File: config.mk
export PLATFORM = sky130hd
export DESIGN_NAME = hazard_scoreboard_flat
export DESIGN_NICKNAME = d
export VERILOG_FILES = /design/src/rtl/riscv_pipe_pkg.sv /design/src/rtl/hazard_scoreboard_if.sv /design/src/rtl/sb_counter.sv /design/src/rtl/hazard_scoreboard.sv /design/src/flat_wrapper.sv
export SDC_FILE = /design/constraint.sdc
export NUM_CORES = 1
export LEC_CHECK = 0
export BUFFER_PORTS_ARGS = -buffer_cell sky130_fd_sc_hd__buf_4
export CAP_MARGIN = 20
export CELL_PAD_IN_SITES_DETAIL_PLACEMENT = 0
export CELL_PAD_IN_SITES_GLOBAL_PLACEMENT = 1
export CORE_UTILIZATION = 35
export CTS_CLUSTER_SIZE = 10
export DETAILED_ROUTE_END_ITERATION = 8
export PLACE_DENSITY = 0.7
export SLEW_MARGIN = 0
export SYNTH_ARGS = -nofsm -noshare
export SYNTH_HDL_FRONTEND = slang
export SYNTH_SLANG_ARGS = --single-unit
File: constraint.sdc
create_clock -name clk -period 5.15 [get_ports clk]
set_clock_uncertainty 0.05 [all_clocks]
set_input_delay 0.515 -clock clk [delete_from_list [all_inputs] [get_ports clk]]
set_output_delay 0.515 -clock clk [all_outputs]
set_load 0.005 [all_outputs]
File: src/rtl/riscv_pipe_pkg.sv
// Shared constants for the 5-stage RISC-V pipeline.
package riscv_pipe_pkg;

    localparam int unsigned NUM_REGS   = 32;
    localparam int unsigned REG_ADDR_W = 5;

    localparam logic [REG_ADDR_W-1:0] X0        = '0;
    localparam logic [31:0]           NOP_INSTR = 32'h0000_0013;

endpackage

File: src/rtl/hazard_scoreboard_if.sv
// Issue/squash/retire inputs and stall/flush outputs between the pipeline and the scoreboard.
interface hazard_scoreboard_if #(
    parameter int unsigned PERF_W = 32
) ();
    import riscv_pipe_pkg::*;

    logic                  id_valid;
    logic [REG_ADDR_W-1:0] id_rs1;
    logic [REG_ADDR_W-1:0] id_rs2;
    logic                  id_use_rs1;
    logic                  id_use_rs2;
    logic [REG_ADDR_W-1:0] id_rd_addr;
    logic                  id_RegWrite;
    logic                  ex_branch_taken;
    logic                  ex_RegWrite;
    logic [REG_ADDR_W-1:0] ex_rd_addr;
    logic                  wb_RegWrite;
    logic [REG_ADDR_W-1:0] wb_rd_addr;

    logic                  stall_if;
    logic                  stall_id;
    logic                  bubble_ex;
    logic                  flush_id;
    logic                  sb_error;
    logic [PERF_W-1:0]     stall_cycles;

    modport master (
        output id_valid, id_rs1, id_rs2, id_use_rs1, id_use_rs2, id_rd_addr, id_RegWrite,
        output ex_branch_taken, ex_RegWrite, ex_rd_addr, wb_RegWrite, wb_rd_addr,
        input  stall_if, stall_id, bubble_ex, flush_id, sb_error, stall_cycles
    );

    modport slave (
        input  id_valid, id_rs1, id_rs2, id_use_rs1, id_use_rs2, id_rd_addr, id_RegWrite,
        input  ex_branch_taken, ex_RegWrite, ex_rd_addr, wb_RegWrite, wb_rd_addr,
        output stall_if, stall_id, bubble_ex, flush_id, sb_error, stall_cycles
    );

endinterface

File: src/rtl/sb_counter.sv
// Per-register pending-write counter; saturates at both ends and pulses err when it would wrap.
module sb_counter #(
    parameter int unsigned CNT_W = 2
) (
    input  logic             clk,
    input  logic             reset,
    input  logic             inc,
    input  logic             dec,
    output logic [CNT_W-1:0] count,
    output logic             err
);

    logic [CNT_W-1:0] count_q, count_d;
    logic [CNT_W:0]   net;

    // One extra bit: the MSB is set exactly when the step would underflow or overflow.
    always_comb begin
        net     = {1'b0, count_q} + {{CNT_W{1'b0}}, inc} - {{CNT_W{1'b0}}, dec};
        count_d = net[CNT_W-1:0];
        err     = 1'b0;
        if (net[CNT_W]) begin
            count_d = count_q;
            err     = 1'b1;
        end
    end

    always_ff @(posedge clk or negedge reset) begin
        if (!reset) begin
            count_q <= '0;
        end else begin
            count_q <= count_d;
        end
    end

    assign count = count_q;

endmodule

File: src/rtl/hazard_scoreboard.sv
// Register-write scoreboard for a non-forwarding 5-stage pipe: stalls ID on RAW against
// in-flight writes and flushes IF/ID on taken branches.
module hazard_scoreboard #(
    parameter int unsigned NUM_REGS  = riscv_pipe_pkg::NUM_REGS,
    parameter int unsigned CNT_W     = 2,
    parameter bit          WB_BYPASS = 1'b1,
    parameter int unsigned PERF_W    = 32
) (
    input logic                clk,
    input logic                reset,
    hazard_scoreboard_if.slave bus
);
    import riscv_pipe_pkg::*;

    logic [NUM_REGS-1:0][CNT_W-1:0] cnt;
    logic [NUM_REGS-1:0]            cnt_err;

    logic raw_stall;
    logic issue;
    logic squash;
    logic retire;
    logic ex_younger;

    logic stall_if, stall_id, bubble_ex, flush_id;
    logic              sb_error_q;
    logic [PERF_W-1:0] stall_cycles_q;

    function automatic logic pend(input logic [REG_ADDR_W-1:0] r,
                                  input logic [CNT_W-1:0]      c,
                                  input logic                  wb_we,
                                  input logic [REG_ADDR_W-1:0] wb_rd);
        logic wb_hit;
        wb_hit = WB_BYPASS && wb_we && (wb_rd == r) && (c == CNT_W'(1));
        return (r != X0) && (c != '0) && !wb_hit;
    endfunction

    always_comb begin
        raw_stall = bus.id_valid &&
            ((bus.id_use_rs1 &&
              pend(bus.id_rs1, cnt[bus.id_rs1], bus.wb_RegWrite, bus.wb_rd_addr)) ||
             (bus.id_use_rs2 &&
              pend(bus.id_rs2, cnt[bus.id_rs2], bus.wb_RegWrite, bus.wb_rd_addr)));
    end

    // The branch in EX is itself the squasher, so the EX instruction is never younger.
    assign ex_younger = 1'b0;

    assign issue  = bus.id_valid && bus.id_RegWrite && (bus.id_rd_addr != X0) &&
                    !raw_stall && !bus.ex_branch_taken;
    assign squash = bus.ex_branch_taken && bus.ex_RegWrite && (bus.ex_rd_addr != X0) &&
                    ex_younger;
    assign retire = bus.wb_RegWrite && (bus.wb_rd_addr != X0);

    assign cnt[0]     = '0;
    assign cnt_err[0] = 1'b0;

    for (genvar r = 1; r < NUM_REGS; r++) begin : g_cnt
        logic inc, dec;
        assign inc = issue && (bus.id_rd_addr == REG_ADDR_W'(r));
        assign dec = (retire && (bus.wb_rd_addr == REG_ADDR_W'(r))) ||
                     (squash && (bus.ex_rd_addr == REG_ADDR_W'(r)));

        sb_counter #(
            .CNT_W (CNT_W)
        ) u_cnt (
            .clk   (clk),
            .reset (reset),
            .inc   (inc),
            .dec   (dec),
            .count (cnt[r]),
            .err   (cnt_err[r])
        );
    end

    // Flush wins over stall: the stalled ID instruction is wrong-path anyway.
    always_comb begin
        stall_if  = 1'b0;
        stall_id  = 1'b0;
        bubble_ex = 1'b0;
        flush_id  = 1'b0;
        if (bus.ex_branch_taken) begin
            flush_id  = 1'b1;
            bubble_ex = 1'b1;
        end else if (raw_stall) begin
            stall_if  = 1'b1;
            stall_id  = 1'b1;
            bubble_ex = 1'b1;
        end
    end

    always_ff @(posedge clk or negedge reset) begin
        if (!reset) begin
            sb_error_q     <= 1'b0;
            stall_cycles_q <= '0;
        end else begin
            if (|cnt_err) begin
                sb_error_q <= 1'b1;
            end
            if (raw_stall && !bus.ex_branch_taken && (stall_cycles_q != '1)) begin
                stall_cycles_q <= stall_cycles_q + PERF_W'(1);
            end
        end
    end

    assign bus.stall_if     = stall_if;
    assign bus.stall_id     = stall_id;
    assign bus.bubble_ex    = bubble_ex;
    assign bus.flush_id     = flush_id;
    assign bus.sb_error     = sb_error_q;
    assign bus.stall_cycles = stall_cycles_q;

endmodule

File: src/flat_wrapper.sv
// flat-port wrapper written by rule: the top's interface ports become plain ports
module hazard_scoreboard_flat import riscv_pipe_pkg::*;
#(
    parameter int unsigned NUM_REGS  = riscv_pipe_pkg::NUM_REGS,
    parameter int unsigned CNT_W     = 2,
    parameter bit          WB_BYPASS = 1'b1,
    parameter int unsigned PERF_W    = 32
)
  (clk, reset, bus_id_valid, bus_id_rs1, bus_id_rs2, bus_id_use_rs1, bus_id_use_rs2, bus_id_rd_addr, bus_id_RegWrite, bus_ex_branch_taken, bus_ex_RegWrite, bus_ex_rd_addr, bus_wb_RegWrite, bus_wb_rd_addr, bus_stall_if, bus_stall_id, bus_bubble_ex, bus_flush_id, bus_sb_error, bus_stall_cycles);
  hazard_scoreboard_if #(.PERF_W(PERF_W)) bus_i ();
  input logic clk;
  input logic reset;
  input wire logic [$bits(bus_i.id_valid)-1:0] bus_id_valid;
  input wire logic [$bits(bus_i.id_rs1)-1:0] bus_id_rs1;
  input wire logic [$bits(bus_i.id_rs2)-1:0] bus_id_rs2;
  input wire logic [$bits(bus_i.id_use_rs1)-1:0] bus_id_use_rs1;
  input wire logic [$bits(bus_i.id_use_rs2)-1:0] bus_id_use_rs2;
  input wire logic [$bits(bus_i.id_rd_addr)-1:0] bus_id_rd_addr;
  input wire logic [$bits(bus_i.id_RegWrite)-1:0] bus_id_RegWrite;
  input wire logic [$bits(bus_i.ex_branch_taken)-1:0] bus_ex_branch_taken;
  input wire logic [$bits(bus_i.ex_RegWrite)-1:0] bus_ex_RegWrite;
  input wire logic [$bits(bus_i.ex_rd_addr)-1:0] bus_ex_rd_addr;
  input wire logic [$bits(bus_i.wb_RegWrite)-1:0] bus_wb_RegWrite;
  input wire logic [$bits(bus_i.wb_rd_addr)-1:0] bus_wb_rd_addr;
  output wire logic [$bits(bus_i.stall_if)-1:0] bus_stall_if;
  output wire logic [$bits(bus_i.stall_id)-1:0] bus_stall_id;
  output wire logic [$bits(bus_i.bubble_ex)-1:0] bus_bubble_ex;
  output wire logic [$bits(bus_i.flush_id)-1:0] bus_flush_id;
  output wire logic [$bits(bus_i.sb_error)-1:0] bus_sb_error;
  output wire logic [$bits(bus_i.stall_cycles)-1:0] bus_stall_cycles;
  assign bus_i.id_valid = bus_id_valid;
  assign bus_i.id_rs1 = bus_id_rs1;
  assign bus_i.id_rs2 = bus_id_rs2;
  assign bus_i.id_use_rs1 = bus_id_use_rs1;
  assign bus_i.id_use_rs2 = bus_id_use_rs2;
  assign bus_i.id_rd_addr = bus_id_rd_addr;
  assign bus_i.id_RegWrite = bus_id_RegWrite;
  assign bus_i.ex_branch_taken = bus_ex_branch_taken;
  assign bus_i.ex_RegWrite = bus_ex_RegWrite;
  assign bus_i.ex_rd_addr = bus_ex_rd_addr;
  assign bus_i.wb_RegWrite = bus_wb_RegWrite;
  assign bus_i.wb_rd_addr = bus_wb_rd_addr;
  assign bus_stall_if = bus_i.stall_if;
  assign bus_stall_id = bus_i.stall_id;
  assign bus_bubble_ex = bus_i.bubble_ex;
  assign bus_flush_id = bus_i.flush_id;
  assign bus_sb_error = bus_i.sb_error;
  assign bus_stall_cycles = bus_i.stall_cycles;
  hazard_scoreboard #(.NUM_REGS(NUM_REGS), .CNT_W(CNT_W), .WB_BYPASS(WB_BYPASS), .PERF_W(PERF_W)) u_core (.clk(clk), .reset(reset), .bus(bus_i));
endmodule
* Word level (Yosys, flattened, before mapping)
Cells that the tools add are included.
Cells by class: add/subtract/negate cells 63, muxes and demuxes 39, magnitude comparators 2, equality and inequality tests 67, reductions and logical operators 92
Operators with widths (count):
- 5-bit equality test, second input constant | 32
- 2-bit by 1-bit adder with 3-bit output | 31
- 3-bit by 1-bit subtractor with 3-bit output | 31
- 5-bit by 4-bit equality test with 1-bit output, second input constant | 16
- 1-bit logical AND | 80
- 5-bit by 3-bit equality test with 1-bit output, second input constant | 8
- 1-bit two-way mux | 35
- 32-bit by 1-bit adder with 32-bit output, second input constant | 1
- 32-bit != test, second input constant | 1
- 31-bit OR reduction | 1
- 2-bit binary-select mux with 5-bit select | 2
- 5-bit by 2-bit equality test with 1-bit output, second input constant | 4
- 5-bit nonzero test | 4
- 5-bit by 6-bit < comparator with 1-bit output, second input constant | 2
- 5-bit by 1-bit equality test with 1-bit output, second input constant | 2
- 5-bit equality test | 2
- 2-bit by 1-bit equality test with 1-bit output, second input constant | 2
- 1-bit logical NOT | 4
- 2-bit two-way mux | 2
- 2-bit nonzero test | 2
- 1-bit logical OR | 1
Storage, ports and cells: register bits after elaboration 95, word-level logic and storage cells 296, output and inout port bits 37

* Longest topological paths before layout
Gate-level depths: netlist of the first run.
word-level depth 17, gate-level depth with buffers 18

* Hierarchy
A second synthesis of the first run with hierarchy kept.
Unflattened totals: cells, all modules 816, area total of the unflattened synthesis 8361.8 um^2
Modules (own cells, without submodules):
- sb_counter | cells an instance 13, times used 31, seq. area each 50.0 um^2, area each 155.1 um^2
- hazard_scoreboard | cells an instance 413, times used 1, seq. area each 825.8 um^2, area each 3552.2 um^2

* Worst setup path after synthesis of the first run
Ideal clock, no wire load.
path kind input -> register, from input port bus_id_rs1[0], to register u_core.sb_error_q (netlist: u_core.bus.sb_error), data required time 4971 ps, setup slack 988 ps, stages on the path 18, path buffers 3, arrival 3983 ps, setup time 129 ps, path through buf_4 > buf_8 > mux4_2 > mux2i_1 > nor3b_1 > a221oi_1 > o22ai_2 > nor3_2 > buf_2 > nand3_1 > ha_1 > inv_1 > ha_1 > fa_1 > xor2_1 > nand4_1 > nor4_1 > nand2_1
On the way: word-level cells in the longest chain between the ends 17, elaborated cells between the ends (all ways) 142, those cells by class add/sub: 62; eq/ne: 2; mux: 33; reduce/logical: 45
Ends and longest elaborated chain:
- start: declaration | RTL line flat_wrapper.sv:14 | input wire logic [$bits(bus_i.id_rs1)-1:0] bus_id_rs1;
- 2-bit binary-select mux with 5-bit select | RTL line hazard_scoreboard.sv:40 | pend(bus.id_rs1, cnt[bus.id_rs1], bus.wb_RegWrite, bus.wb_rd_addr)) ||
- 2-bit two-way mux (not written as such) | RTL line hazard_scoreboard.sv:40
- 2-bit by 1-bit equality test with 1-bit output | RTL line hazard_scoreboard.sv:33 | wb_hit = WB_BYPASS && wb_we && (wb_rd == r) && (c == CNT_W'(1));
- 1-bit logical AND | RTL line hazard_scoreboard.sv:33
- 1-bit logical NOT | RTL line hazard_scoreboard.sv:34 | return (r != X0) && (c != '0) && !wb_hit;
- 1-bit logical AND * | RTL line hazard_scoreboard.sv:34
- 1-bit logical AND * | RTL line hazard_scoreboard.sv:39 | ((bus.id_use_rs1 &&
- 1-bit logical OR * | RTL line hazard_scoreboard.sv:40
- 1-bit logical AND * | RTL line hazard_scoreboard.sv:38 | raw_stall = bus.id_valid &&
- 1-bit logical NOT * | RTL line hazard_scoreboard.sv:49 | !raw_stall && !bus.ex_branch_taken;
- 1-bit logical AND * | RTL line hazard_scoreboard.sv:48 | assign issue = bus.id_valid && bus.id_RegWrite && (bus.id_rd_addr != X0) &&
- 1-bit logical AND * | RTL line hazard_scoreboard.sv:49
- 1-bit logical AND | RTL line hazard_scoreboard.sv:59 | assign inc = issue && (bus.id_rd_addr == REG_ADDR_W'(r));
- 2-bit by 1-bit adder with 3-bit output | RTL line sb_counter.sv:18 | net = {1'b0, count_q} + {{CNT_W{1'b0}}, inc} - {{CNT_W{1'b0}}, dec};
- 3-bit by 1-bit subtractor with 3-bit output | RTL line sb_counter.sv:18
- 1-bit two-way mux | RTL line sb_counter.sv:21 | if (net[CNT_W]) begin
- 31-bit OR reduction * | RTL line hazard_scoreboard.sv:96 | if (|cnt_err) begin
- end signal: assignment | RTL line hazard_scoreboard.sv:93 | sb_error_q <= 1'b0;
- end signal: assignment | RTL line hazard_scoreboard.sv:97 | sb_error_q <= 1'b1;
- end: declaration | RTL line hazard_scoreboard.sv:25 | logic sb_error_q;
Mark *: on every way between the ends. The rest lies on a longest branch, timed or not. The select of a mux whose other input is x is not followed. A chain may end at the register's enable or synchronous reset.

* Worst setup path after layout of the first run
Ends and elaborated chain as after synthesis.

==> summary.md, run 1 <==
| Metric | Value |
|---|---|
| Status | `completed` |
| Synthesis-to-layout area growth | `13.5%` |
| Final HPWL from detailed placement | `between 15000 and 20000 um` |
| CTS H-tree lvls | `3` |
| Gr usage total | `0.184` |
| Initial DRC count | `283` |
| Footprint of the multi-input gates | `around 4800 um^2` |
| Critical path class | `in2reg` |
| Critical path's top delay family | `multiplexers` |
| Post-DRT Antenna Nets | `0` |
| Via count | `around 5600` |
| Cts bufs inserted | `9` |
| Initial Util | `0.356` |
| Layout Nets | `slightly above 900` |
| Synth area leader | `dfrtp_1` |
| Ys Warns | `0` |
| Worst setup EP type | `flip-flop` |
| Slew headroom | `0.451` |
| Number of max-cap violations | `0` |
| P_leak | `0.00420 uW` |
| Final Hold Vio Count | `0` |
| Total Routed Length | `roughly 20000 um` |
| Core footprint | `between 20000 and 25000 um^2` |
| Rows | `54` |
| Post-synth EDFFs | `0` |
| First-pass GRT wire length | `30900 um` |
| PostCTS Resize Cnt | `0` |
| Worst min path class | `in2async` |
| PwrDens | `436 nW/um^2` |
| Max incr delay on CP | `around 0.55 ns` |
| Finished Layout Cells | `roughly 1100` |
| Worst Max-Slew Pin Slew | `0.816 ns` |
| Slowest CP cell | `mux4_2` |
| Die Width | `151 um` |
| RSZ-0062 raised after global routing | `no` |
| Die area | `about 23000 um^2` |
| Maximum clock frequency | `roughly 220 MHz` |
| Share of layout cells above drive strength 1 | `0.210` |
| Worst path most repeated cell | `buf_4` |
| Max VDD drop | `between 0.2 and 0.25 mV` |
| CTS tree | `built` |
| Worst endpoint data arrival time | `around 4.7 ns` |
| CP Launch Type | `primary input` |
| FILL cells | `between 2000 and 2500` |
| Post CTS Setup Buffer Count | `0` |
| Post-Syn Area | `7780 um^2` |
| CTS Buffer Depth | `2` |
| Reg area | `about 2400 um^2` |
| Fin Setup TNS | `0 ns` |
| Vias per inst | `between 5 and 6` |
| Clock slew at reported path FFs | `around 0.080 ns` |
| Hold_buf cts | `0` |
| Buf/Inv on CP | `5` |
| Syn_nets | `just under 900` |
| Period utilisation layout | `0.880` |
| PortBufs | `64` |
| Max Slew Vio Count | `0` |
| Area share of the largest cell type after synthesis | `0.306` |
| DRT Pass-1 Iters | `5` |
| Worst-path cell chain | `buf_4, mux4_2, mux2i_1, mux2i_1, a221oi_1, o22ai_2, nor3_4, buf_12, nand3_1, ha_1, inv_1, ha_1, fa_1, xor2_1, buf_4, nand4_1, nor4_1, buf_4, nand2_1` |
| Worst path required time | `roughly 5.4 ns` |
| Mean post-synth cell area | `~10 um^2` |
| # IOs | `approximately 70` |
| Largest net degree at the start of global routing | `between 50 and 60` |
| Minimum clock period after layout | `between 4 and 5 ns` |
| Vias in the first global route | `5489` |
| Setup violators final | `0` |
| Async set-reset flop share out of synthesis | `1.00` |
| Die Span Y | `between 150 and 200 um` |
| CP Max Fanout | `31` |
| Synth cell types | `50` |
| Antenna violations before repair | `0` |
| Root Buffer | `clkbuf_16` |
| GPL Wtd Cong | `roughly 0.90` |
| Top cells by area, synth | `dfrtp_1 31%, ha_1 10%, fa_1 8.0%, xor2_1 6.8%, mux4_2 5.8%` |
| DRC viols | `0` |
| Seq/Total Area, Yosys | `0.306` |
| Ys flop type | `dfrtp_1` |
| Wirelength per Cell | `~18 um` |
| Worst-Skew Late Latency | `0.37 ns` |
| CTS sink count | `95` |
| Cell count after placement | `between 1000 and 1500` |
| GRT overflow | `0` |
| Cells after synthesis | `approximately 750` |
| # diodes | `0` |
| #FFs+latches synth | `95` |
sequential cells by signal, indices dropped and copies added (netlist names):
name                      count
u_core.bus.stall_cycles      32
u_core.bus.sb_error           1
u_core.g_cnt.u_cnt.count     62
path summary, 6_finish.rpt:
kind / startpoint / endpoint / slack, ns / cells after the start
max: bus_id_rs1[0] / u_core.bus.sb_error$_DFFE_PN0P_ / 0.62 / 19
min: reset / u_core.bus.stall_cycles[17]$_DFFE_PN0P_ / 0.13 / 1
max reg2reg: u_core.g_cnt[27].u_cnt.count[1]$_DFFE_PN0N_ / u_core.bus.sb_error$_DFFE_PN0P_ / 0.67 / 18
min reg2reg: u_core.bus.stall_cycles[27]$_DFFE_PN0P_ / u_core.bus.stall_cycles[27]$_DFFE_PN0P_ / 0.44 / 1
max in group asynchronous: reset / u_core.bus.stall_cycles[29]$_DFFE_PN0P_ / 3.77 / 2
min in group clk: u_core.bus.stall_cycles[27]$_DFFE_PN0P_ / u_core.bus.stall_cycles[27]$_DFFE_PN0P_ / 0.44 / 1
Yosys cell counts (6+ instances only):
cell / number
buf_2: 9
clkbuf_1: 10
dfrtp_1: 95
fa_1: 31
ha_1: 63
inv_1: 103
maj3_1: 31
mux2_2: 39
mux2i_1: 27
mux4_2: 20
nand2_1: 21
nand2b_1: 8
nand3_1: 49
nand4_1: 16
nor2_1: 58
nor2b_1: 11
nor3_1: 8
nor4_1: 10
nor4_2: 6
xnor2_1: 12
xor2_1: 60
cell families after synthesis:
group,count (synthesis),share of synthesized area
AOI/OAI and AO/OA,24,0.0253
xor gates and xnor gates,72,0.0811
adders and majority gates,125,0.221
buffers and inverters,136,0.0738
DFF,95,0.306
muxes,87,0.151
and+or+nand+nor,208,0.143
through the flow:
step	worst slack (ns)	cell area (um^2)	utilization	power [uW]	hold WS [ns]
final	0.618	8830	0.404	3850	0.132
after detailed placement	0.210	8530	0.391	3180	0.435
after global placement	0.265	8530	0.391	3120	0.430
after floorplan	0.988	7780	-	2600	0.169
after CTS	0.577	8830	0.404	3890	0.176
after global routing	0.322	8830	0.404	4140	0.192
final cells by class:
type	count	share of cell area
well taps	280	0.0397
multi-input cells	516	0.547
clock buffers	9	0.0255
inverters	103	0.0438
flip-flops and latches	95	0.269
repair buffers	76	0.0661
clock inverters	7	0.00808
layout by cell type, fill, tap and decap left out, types with 16 or more instances in the layout:
| cell | count |
|---|---|
| dfrtp_1 | 95 |
| ha_1 | 63 |
| mux2_2 | 39 |
| nand4_1 | 16 |
| mux2i_1 | 27 |
| nand2_1 | 21 |
| mux4_2 | 20 |
| nand3_1 | 49 |
| inv_1 | 103 |
| xor2_1 | 60 |
| maj3_1 | 31 |
| fa_1 | 31 |
| buf_4 | 75 |
| nor2_1 | 58 |
routing by layer:
metal  vias up  GRT usage  wire [um]
met5         -          0          0
met3        26     0.0289        732
met4         0     0.0630        436
met2       117      0.286       9150
met1      2770      0.258       9290
li1       2668          -          -
report_power, final:
group	leakage (uW)	internal (uW)	total, uW	switching, uW
combinational	0.00288	964	1780	815
clock	0.000148	345	692	346
sequential	0.00118	1020	1380	356
Note: power is estimated with default switching activity, not from simulation.
==> inputs of run 2 (changes only) <==
- GPL_TIMING_DRIVEN: not set -> 0
==> run 2 against run 1 <==
  * Fmax fell by 6.4%
  * Via count grew 2.3%
  * Cell count increased by 1.0%
  * Utilization is 0.22 points higher
  * Sequential share of layout area decreased by 0.15 points
  * Critical path depth down 1
  * Clock power is essentially flat
  * Routed wire length grew 2.6%
  * Clock-buffer cell count is the same
  * Sequential power barely moved
  * Global-route usage grew 0.49 points
  * Die area did not move
  * Critical path type unchanged
  * Critical endpoint unchanged
  * Largest power group unchanged
==> summary.md, run 2 (same netlist as run 1, synthesis figures left out) <==
| Metric | Value |
|---|---|
| GR Util met1 | `0.261 (was 0.258)` |
| Clock slew at reported path FFs | `0.08 ns (about the same)` |
| Final HPWL from detailed placement | `15900 um (was 15400 um)` |
| Most frequent cells in the layout | `103 x inv_1, 95 x dfrtp_1, 63 x ha_1 (was 103 x inv_1, 95 x dfrtp_1, 75 x buf_4)` |
| CTS sink count | `95 (unchanged)` |
| DRC viols | `0 (unchanged)` |
| DRT Pass-1 Iters | `5 (unchanged)` |
| FILL cells | `2200 (was 2161)` |
| PwrDens | `430 nW/um^2 (was 436 nW/um^2)` |
| Worst-Skew Late Latency | `0.37 ns (about the same)` |
| RSZ-0062 raised after global routing | `no (unchanged)` |
| Die area | `22800 um^2 (unchanged)` |
| P_leak | `0.00421 uW (was 0.00420 uW)` |
| Antenna violations before repair | `0 (unchanged)` |
| Cts bufs inserted | `9 (unchanged)` |
| CP Launch Type | `primary input (unchanged)` |
| Reg-to-Reg End | `u_core.bus.sb_error$_DFFE_PN0P_ (unchanged)` |
| # IOs | `71 (unchanged)` |
| Power, Total | `3810 uW (was 3850 uW)` |
| Layout Nets | `940 (was 929)` |
| First-pass GRT wire length | `31800 um (was 30900 um)` |
| Setup violators final | `0 (unchanged)` |
| Total Routed Length | `20100 um (was 19600 um)` |
| Max Slew Vio Count | `0 (unchanged)` |
| PortBufs | `53 (was 64)` |
| Final Hold Vio Count | `0 (unchanged)` |
| Post-DRT Antenna Nets | `0 (unchanged)` |
| Reg2reg start | `u_core.g_cnt[31].u_cnt.count[1]$_DFFE_PN0N_ (was u_core.g_cnt[27].u_cnt.count[1]$_DFFE_PN0N_)` |
| Core footprint | `21800 um^2 (unchanged)` |
| Vias in the first global route | `5502 (was 5489)` |
| Worst setup EP type | `flip-flop (unchanged)` |
| Die Width | `151 um (unchanged)` |
| Vias per inst | `5.20 (was 5.14)` |
| Worst endpoint data arrival time | `5.03 ns (was 4.73 ns)` |
| Die Span Y | `151 um (unchanged)` |
| Largest net degree at the start of global routing | `49 (was 52)` |
| Max VDD drop | `0.201 mV (was 0.212 mV)` |
| Max reg flops | `62 (unchanged)` |
| GRT Max-Usage Layer | `met2 (unchanged)` |
| Wirelength per Cell | `18.3 um (was 18.1 um)` |
| Slew headroom | `0.545 (was 0.451)` |
| CTS Buffer Depth | `2 (unchanged)` |
| Worst min path class | `in2async (unchanged)` |
| GPL Wtd Cong | `0.868 (was 0.895)` |
| R2r worst-path depth | `16 (was 18)` |
| Gr usage total | `0.189 (was 0.184)` |
| Number of max-cap violations | `0 (unchanged)` |
| Initial Util | `0.356 (unchanged)` |
| Critical path class | `in2reg (unchanged)` |
| Synthesis-to-layout area growth | `14.1% (was 13.5%)` |
| Via count | `5708 (was 5581)` |
| Root Buffer | `clkbuf_16 (unchanged)` |
| Status | `completed (unchanged)` |
| Maximum clock frequency | `207 MHz (was 221 MHz)` |
| GRT overflow | `0 (unchanged)` |
| Initial DRC count | `301 (was 283)` |
| Post-DP Area | `8550 um^2 (was 8530 um^2)` |
| Fin area | `8870 um^2 (was 8830 um^2)` |
| Rows | `54 (unchanged)` |
| Period utilisation layout | `0.940 (was 0.880)` |
| Minimum clock period after layout | `4.84 ns (was 4.53 ns)` |
| # diodes | `0 (unchanged)` |
| Share of layout cells above drive strength 1 | `0.204 (was 0.210)` |
| Grt met2 use | `0.292 (was 0.286)` |
| Worst path required time | `5.34 ns (was 5.35 ns)` |
| CTS tree | `built (unchanged)` |
| Worst Max-Slew Pin Slew | `0.682 ns (was 0.816 ns)` |
| Met3 usage | `0.0392 (was 0.0289)` |
| Worst reg2reg setup slack | `0.44 ns (was 0.67 ns)` |
| CP Max Fanout | `10 (was 31)` |
| Commonest non-fill, non-tap cell in the layout | `inv_1 (unchanged)` |
| CTS H-tree lvls | `3 (unchanged)` |
## run 2: what timing repair did
action	4_1_cts	5_1_grt
setup endpoints to repair	0	1
resized for setup	0	4
endpoints found under the hold margin	0	0
hold buffers	0	0
setup buffers	0	0
## run 2: worst max path at each step
stage                              from                         endpoint  slack, ns  depth (start not counted)
after floorplan           bus_id_rs1[0]  u_core.bus.sb_error$_DFFE_PN0P_       0.99                         18
final                     bus_id_rs2[2]  u_core.bus.sb_error$_DFFE_PN0P_       0.31                         18
after detailed placement  bus_id_rs2[2]  u_core.bus.sb_error$_DFFE_PN0P_      -0.16                         18
after global placement    bus_id_rs1[0]  u_core.bus.sb_error$_DFFE_PN0P_      -0.13                         18
after CTS                 bus_id_rs2[2]  u_core.bus.sb_error$_DFFE_PN0P_       0.19                         18
after global routing      bus_id_rs1[0]  u_core.bus.sb_error$_DFFE_PN0P_       0.02                         18
## run 2: power breakdown
group	total (uW)	internal, uW	switching, uW
logic	1730	921	813
registers	1380	1020	364
clock network	695	345	350
## run 2: critical path, stage by stage
cell	delay, ns
buf_4	0.19
clkbuf_1	0.53
mux4_2	0.41
mux2i_1	0.25
nand3_1	0.13
nand4_1	0.16
o22ai_2	0.18
nor3_4	0.33
buf_2	0.27
nand3_1	0.15
ha_1	0.32
inv_1	0.04
ha_1	0.18
fa_1	0.41
xor2_1	0.28
nand4_1	0.25
nor4_1	0.35
nand2_1	0.09
## run 2: layout make-up
| class | instances | area, um^2 | area share |
|---|---|---|---|
| plain buffers | 33 | 190 | 0.0214 |
| clock buffers | 9 | 225 | 0.0254 |
| clock inverters | 7 | 73.8 | 0.00832 |
| inverters | 103 | 387 | 0.0436 |
| multi-input cells | 516 | 4850 | 0.546 |
| flip-flops and latches | 95 | 2380 | 0.268 |
| well taps | 280 | 350 | 0.0395 |
| repair buffers | 54 | 425 | 0.0479 |
## run 2: routing by layer
layer	wire, um	vias to the layer above
met1	9260	2862
li1	-	2685
met2	9280	136
met3	1150	25
met5	0	-
met4	425	0
## run 2: stage by stage
stage	setup TNS (ns)	setup WS (ns)	std cells	util	hold WS, ns
global route	0	0.0158	1097	0.407	0.182
floorplan	0	0.988	747	-	0.169
global placement	-0.132	-0.132	1080	0.391	0.429
CTS	0	0.193	1097	0.406	0.149
detailed placement	-0.165	-0.165	1081	0.392	0.433
finish	0	0.308	1097	0.407	0.118
==> inputs of run 3 (changes only) <==
- BUFFER_PORTS_ARGS: -buffer_cell sky130_fd_sc_hd__buf_4 -> not set
- DONT_BUFFER_PORTS: not set -> 1
- PLACE_DENSITY: 0.7 -> 0.67
==> run 3 against run 2 <==
  * The flow now finishes with violations (negative hold slack)
  * Non-clock buffer count decreased by 54
  * Clock-buffer cell count unchanged
  * Cell count decreased by 4.9%
  * Global-route usage increased by 0.083 points
  * Worst setup slack got worse by 0.14 ns
  * Largest cell class unchanged
  * Combinational power decreased by 3%
  * Sequential power about the same
  * Routed wire length increased by 1.2%
  * Via count decreased by 5.2%
  * Sequential share of layout area increased by 1.2 points
  * Utilization decreased by 1.8 points
==> summary.md, run 3 (same netlist as run 1, synthesis figures left out) <==
| Metric | Value |
|---|---|
| Clock slew at reported path FFs | `0.08 ns (about the same)` |
| Worst Max-Slew Pin Slew | `0.661 ns (was 0.682 ns)` |
| CTS tree | `built (unchanged)` |
| GRT overflow | `0 (unchanged)` |
| Die Span Y | `151 um (unchanged)` |
| Core footprint | `21800 um^2 (unchanged)` |
| Vias in the first global route | `5224 (was 5502)` |
| Sequential power share | `0.362 (was 0.363)` |
| PortBufs | `0 (was 53)` |
| GPL Wtd Cong | `0.874 (was 0.868)` |
| Share of layout cells above drive strength 1 | `0.148 (was 0.204)` |
| Combinational share of power | `0.441 (was 0.455)` |
| Finished Layout Cells | `1043 (was 1097)` |
| Buf/Inv on CP | `4 (unchanged)` |
| Placement Setup Slack | `-0.429 ns (was -0.165 ns)` |
| Worst path required time | `5.33 ns (was 5.34 ns)` |
| Max VDD drop | `0.178 mV (was 0.201 mV)` |
| Reg-to-Reg End | `u_core.bus.sb_error$_DFFE_PN0P_ (unchanged)` |
| Minimum clock period after layout | `4.98 ns (was 4.84 ns)` |
| DRC viols | `0 (unchanged)` |
| Cell count after placement | `1027 (was 1081)` |
| Layout Nets | `886 (was 940)` |
| Internal power | `2290 uW (about the same)` |
| Initial DRC count | `319 (was 301)` |
| CP Launch Type | `primary input (unchanged)` |
| Die area | `22800 um^2 (unchanged)` |
| CP Max Fanout | `10 (unchanged)` |
| Rows | `54 (unchanged)` |
| Period utilisation layout | `0.968 (was 0.940)` |
| P_leak | `0.00395 uW (was 0.00421 uW)` |
| Setup violators final | `0 (unchanged)` |
| Final Hold Vio Count | `1 (was 0)` |
| Antenna violations before repair | `1 (was 0)` |
| Violated checks | `negative hold slack` |
| Footprint of the multi-input gates | `4840 um^2 (was 4850 um^2)` |
| Worst reg2reg setup slack | `0.23 ns (was 0.44 ns)` |
| Number of max-cap violations | `0 (unchanged)` |
| Slew headroom | `0.555 (was 0.545)` |
| Max reg flops | `62 (unchanged)` |
| Synthesis-to-layout area growth | `9.15% (was 14.1%)` |
| Switching Fraction | `0.399 (was 0.401)` |
| Worst-path cell chain | `buf_2, clkbuf_4, mux4_2, mux2i_1, mux2i_1, a32oi_1, o22ai_2, nor3_4, buf_2, nand3_1, ha_1, inv_1, ha_1, fa_1, xor2_1, nand4_1, nor4_2, nand2_1 (was buf_4, clkbuf_1, mux4_2, mux2i_1, nand3_1, nand4_1, o22ai_2, nor3_4, buf_2, nand3_1, ha_1, inv_1, ha_1, fa_1, xor2_1, nand4_1, nor4_1, nand2_1)` |
| Critical path's top delay family | `simple AND/OR/NAND/NOR gates (unchanged)` |
| Post-DRT Antenna Nets | `0 (unchanged)` |
| Maximum clock frequency | `201 MHz (was 207 MHz)` |
| PwrDens | `449 nW/um^2 (was 430 nW/um^2)` |
| DRT Pass-1 Iters | `5 (unchanged)` |
| Slowest CP cell | `nor4_2 (was clkbuf_1)` |
| Worst endpoint data arrival time | `5.16 ns (was 5.03 ns)` |
| Worst-Skew Late Latency | `0.37 ns (about the same)` |
| Final worst slack | `0.166 ns (was 0.308 ns)` |
| CTS H-tree lvls | `3 (unchanged)` |
| Reg area | `2380 um^2 (unchanged)` |
| Worst min path class | `in2async (unchanged)` |
| Commonest non-fill, non-tap cell in the layout | `inv_1 (unchanged)` |
| Root Buffer | `clkbuf_16 (unchanged)` |
| Vias per inst | `5.19 (was 5.20)` |
| Reg2reg start | `u_core.g_cnt[31].u_cnt.count[1]$_DFFE_PN0N_ (unchanged)` |
| Total Routed Length | `20400 um (was 20100 um)` |
| Die Width | `151 um (unchanged)` |
| Status | `finished, violations left (was completed)` |
| Via count | `5409 (was 5708)` |
| Worst setup EP type | `flip-flop (unchanged)` |
| R2r worst-path depth | `16 (unchanged)` |
| Initial Util | `0.356 (unchanged)` |
| # diodes | `0 (unchanged)` |
| Final HPWL from detailed placement | `15700 um (was 15900 um)` |
| # IOs | `71 (unchanged)` |
| CTS sink count | `95 (unchanged)` |
| FILL cells | `2208 (was 2200)` |
| Critical path class | `in2reg (unchanged)` |
| Final hold slack | `-0.00242 ns (was 0.118 ns)` |
| Largest net degree at the start of global routing | `96 (was 49)` |
| Gr usage total | `0.189 (about the same)` |
| Power, Total | `3810 uW (about the same)` |
| Most frequent cells in the layout | `103 x inv_1, 95 x dfrtp_1, 63 x ha_1 (unchanged)` |
| Wirelength per Cell | `19.5 um (was 18.3 um)` |
| CTS Buffer Depth | `2 (unchanged)` |
| Max incr delay on CP | `0.51 ns (was 0.53 ns)` |
| Clock power frac | `0.197 (was 0.182)` |
| First-pass GRT wire length | `31400 um (was 31800 um)` |
| Cts bufs inserted | `9 (unchanged)` |
| Max Slew Vio Count | `0 (unchanged)` |
| RSZ-0062 raised after global routing | `no (unchanged)` |
| Net switching power | `1520 uW (was 1530 uW)` |
## run 3: routing by layer
layer / part of all wire / track usage / vias up / routed length [um]
met2: 0.47 / 0.294 / 97 / 9500
met3: 0.038 / 0.0262 / 19 / 772
met5: 0.00064 / 0 / - / 13
met4: 0.010 / 0.0525 / 2 / 212
met1: 0.48 / 0.274 / 2713 / 9860
li1: - / - / 2578 / -
## run 3: worst register-to-register path: stages (launching register included)
cell	delay, ns
dfrtp_1	0.44
mux4_2	0.50
mux2i_1	0.27
mux2i_1	0.16
a221oi_1	0.31
o22ai_2	0.24
nor3_4	0.30
buf_2	0.29
nand3_1	0.16
ha_1	0.33
inv_1	0.04
ha_1	0.21
fa_1	0.42
xor2_1	0.25
nand4_1	0.21
nor4_2	0.51
nand2_1	0.09
## run 3: how the worst max path moves through the flow
| stage | start | end | slack, ns | cells past startpoint |
|---|---|---|---|---|
| floorplan | bus_id_rs1[0] | u_core.bus.sb_error$_DFFE_PN0P_ | 0.99 | 18 |
| global placement | bus_id_rs2[2] | u_core.bus.sb_error$_DFFE_PN0P_ | -0.39 | 18 |
| detailed placement | bus_id_rs2[2] | u_core.bus.sb_error$_DFFE_PN0P_ | -0.43 | 18 |
| CTS | bus_id_rs1[1] | u_core.bus.sb_error$_DFFE_PN0P_ | 0.001 | 18 |
| global route | bus_id_rs2[1] | u_core.bus.sb_error$_DFFE_PN0P_ | 0.03 | 18 |
| finish | bus_id_rs1[1] | u_core.bus.sb_error$_DFFE_PN0P_ | 0.17 | 18 |
## run 3: metrics by stage
| stage | util | area, um^2 | TNS, ns |
|---|---|---|---|
| 2_1_floorplan | - | 7780 | 0 |
| 3_3_place_gp | 0.372 | 8130 | -0.387 |
| 3_5_place_dp | 0.372 | 8130 | -0.429 |
| 4_1_cts | 0.388 | 8470 | 0 |
| 5_1_grt | 0.389 | 8490 | 0 |
| 6_report | 0.389 | 8490 | 0 |
## run 3: what timing repair did
item | CTS | global route
resized for setup | 0 | 3
endpoints found under the setup margin | 1 | 1
buffers inserted | 0 | 0
endpoints found under the hold margin | 95 | 0
hold buffers | 1 | 0
## run 3: area by class of cell
type,instances,share of cell area
multi-input cells,516,0.570
flip-flops and latches,95,0.280
well taps,280,0.0413
inverters,103,0.0455
repair buffers,1,0.00324
clock buffers,9,0.0265
plain buffers,32,0.0220
clock inverters,7,0.0115
## run 3: power groups by stage
stage	logic (uW)	registers, uW	clock network (uW)
2_1_floorplan	1330	1270	0
4_1_cts	1690	1380	768
3_5_place_dp	1670	1390	0
6_report	1680	1380	752
5_1_grt	1870	1430	794
3_3_place_gp	1630	1390	0
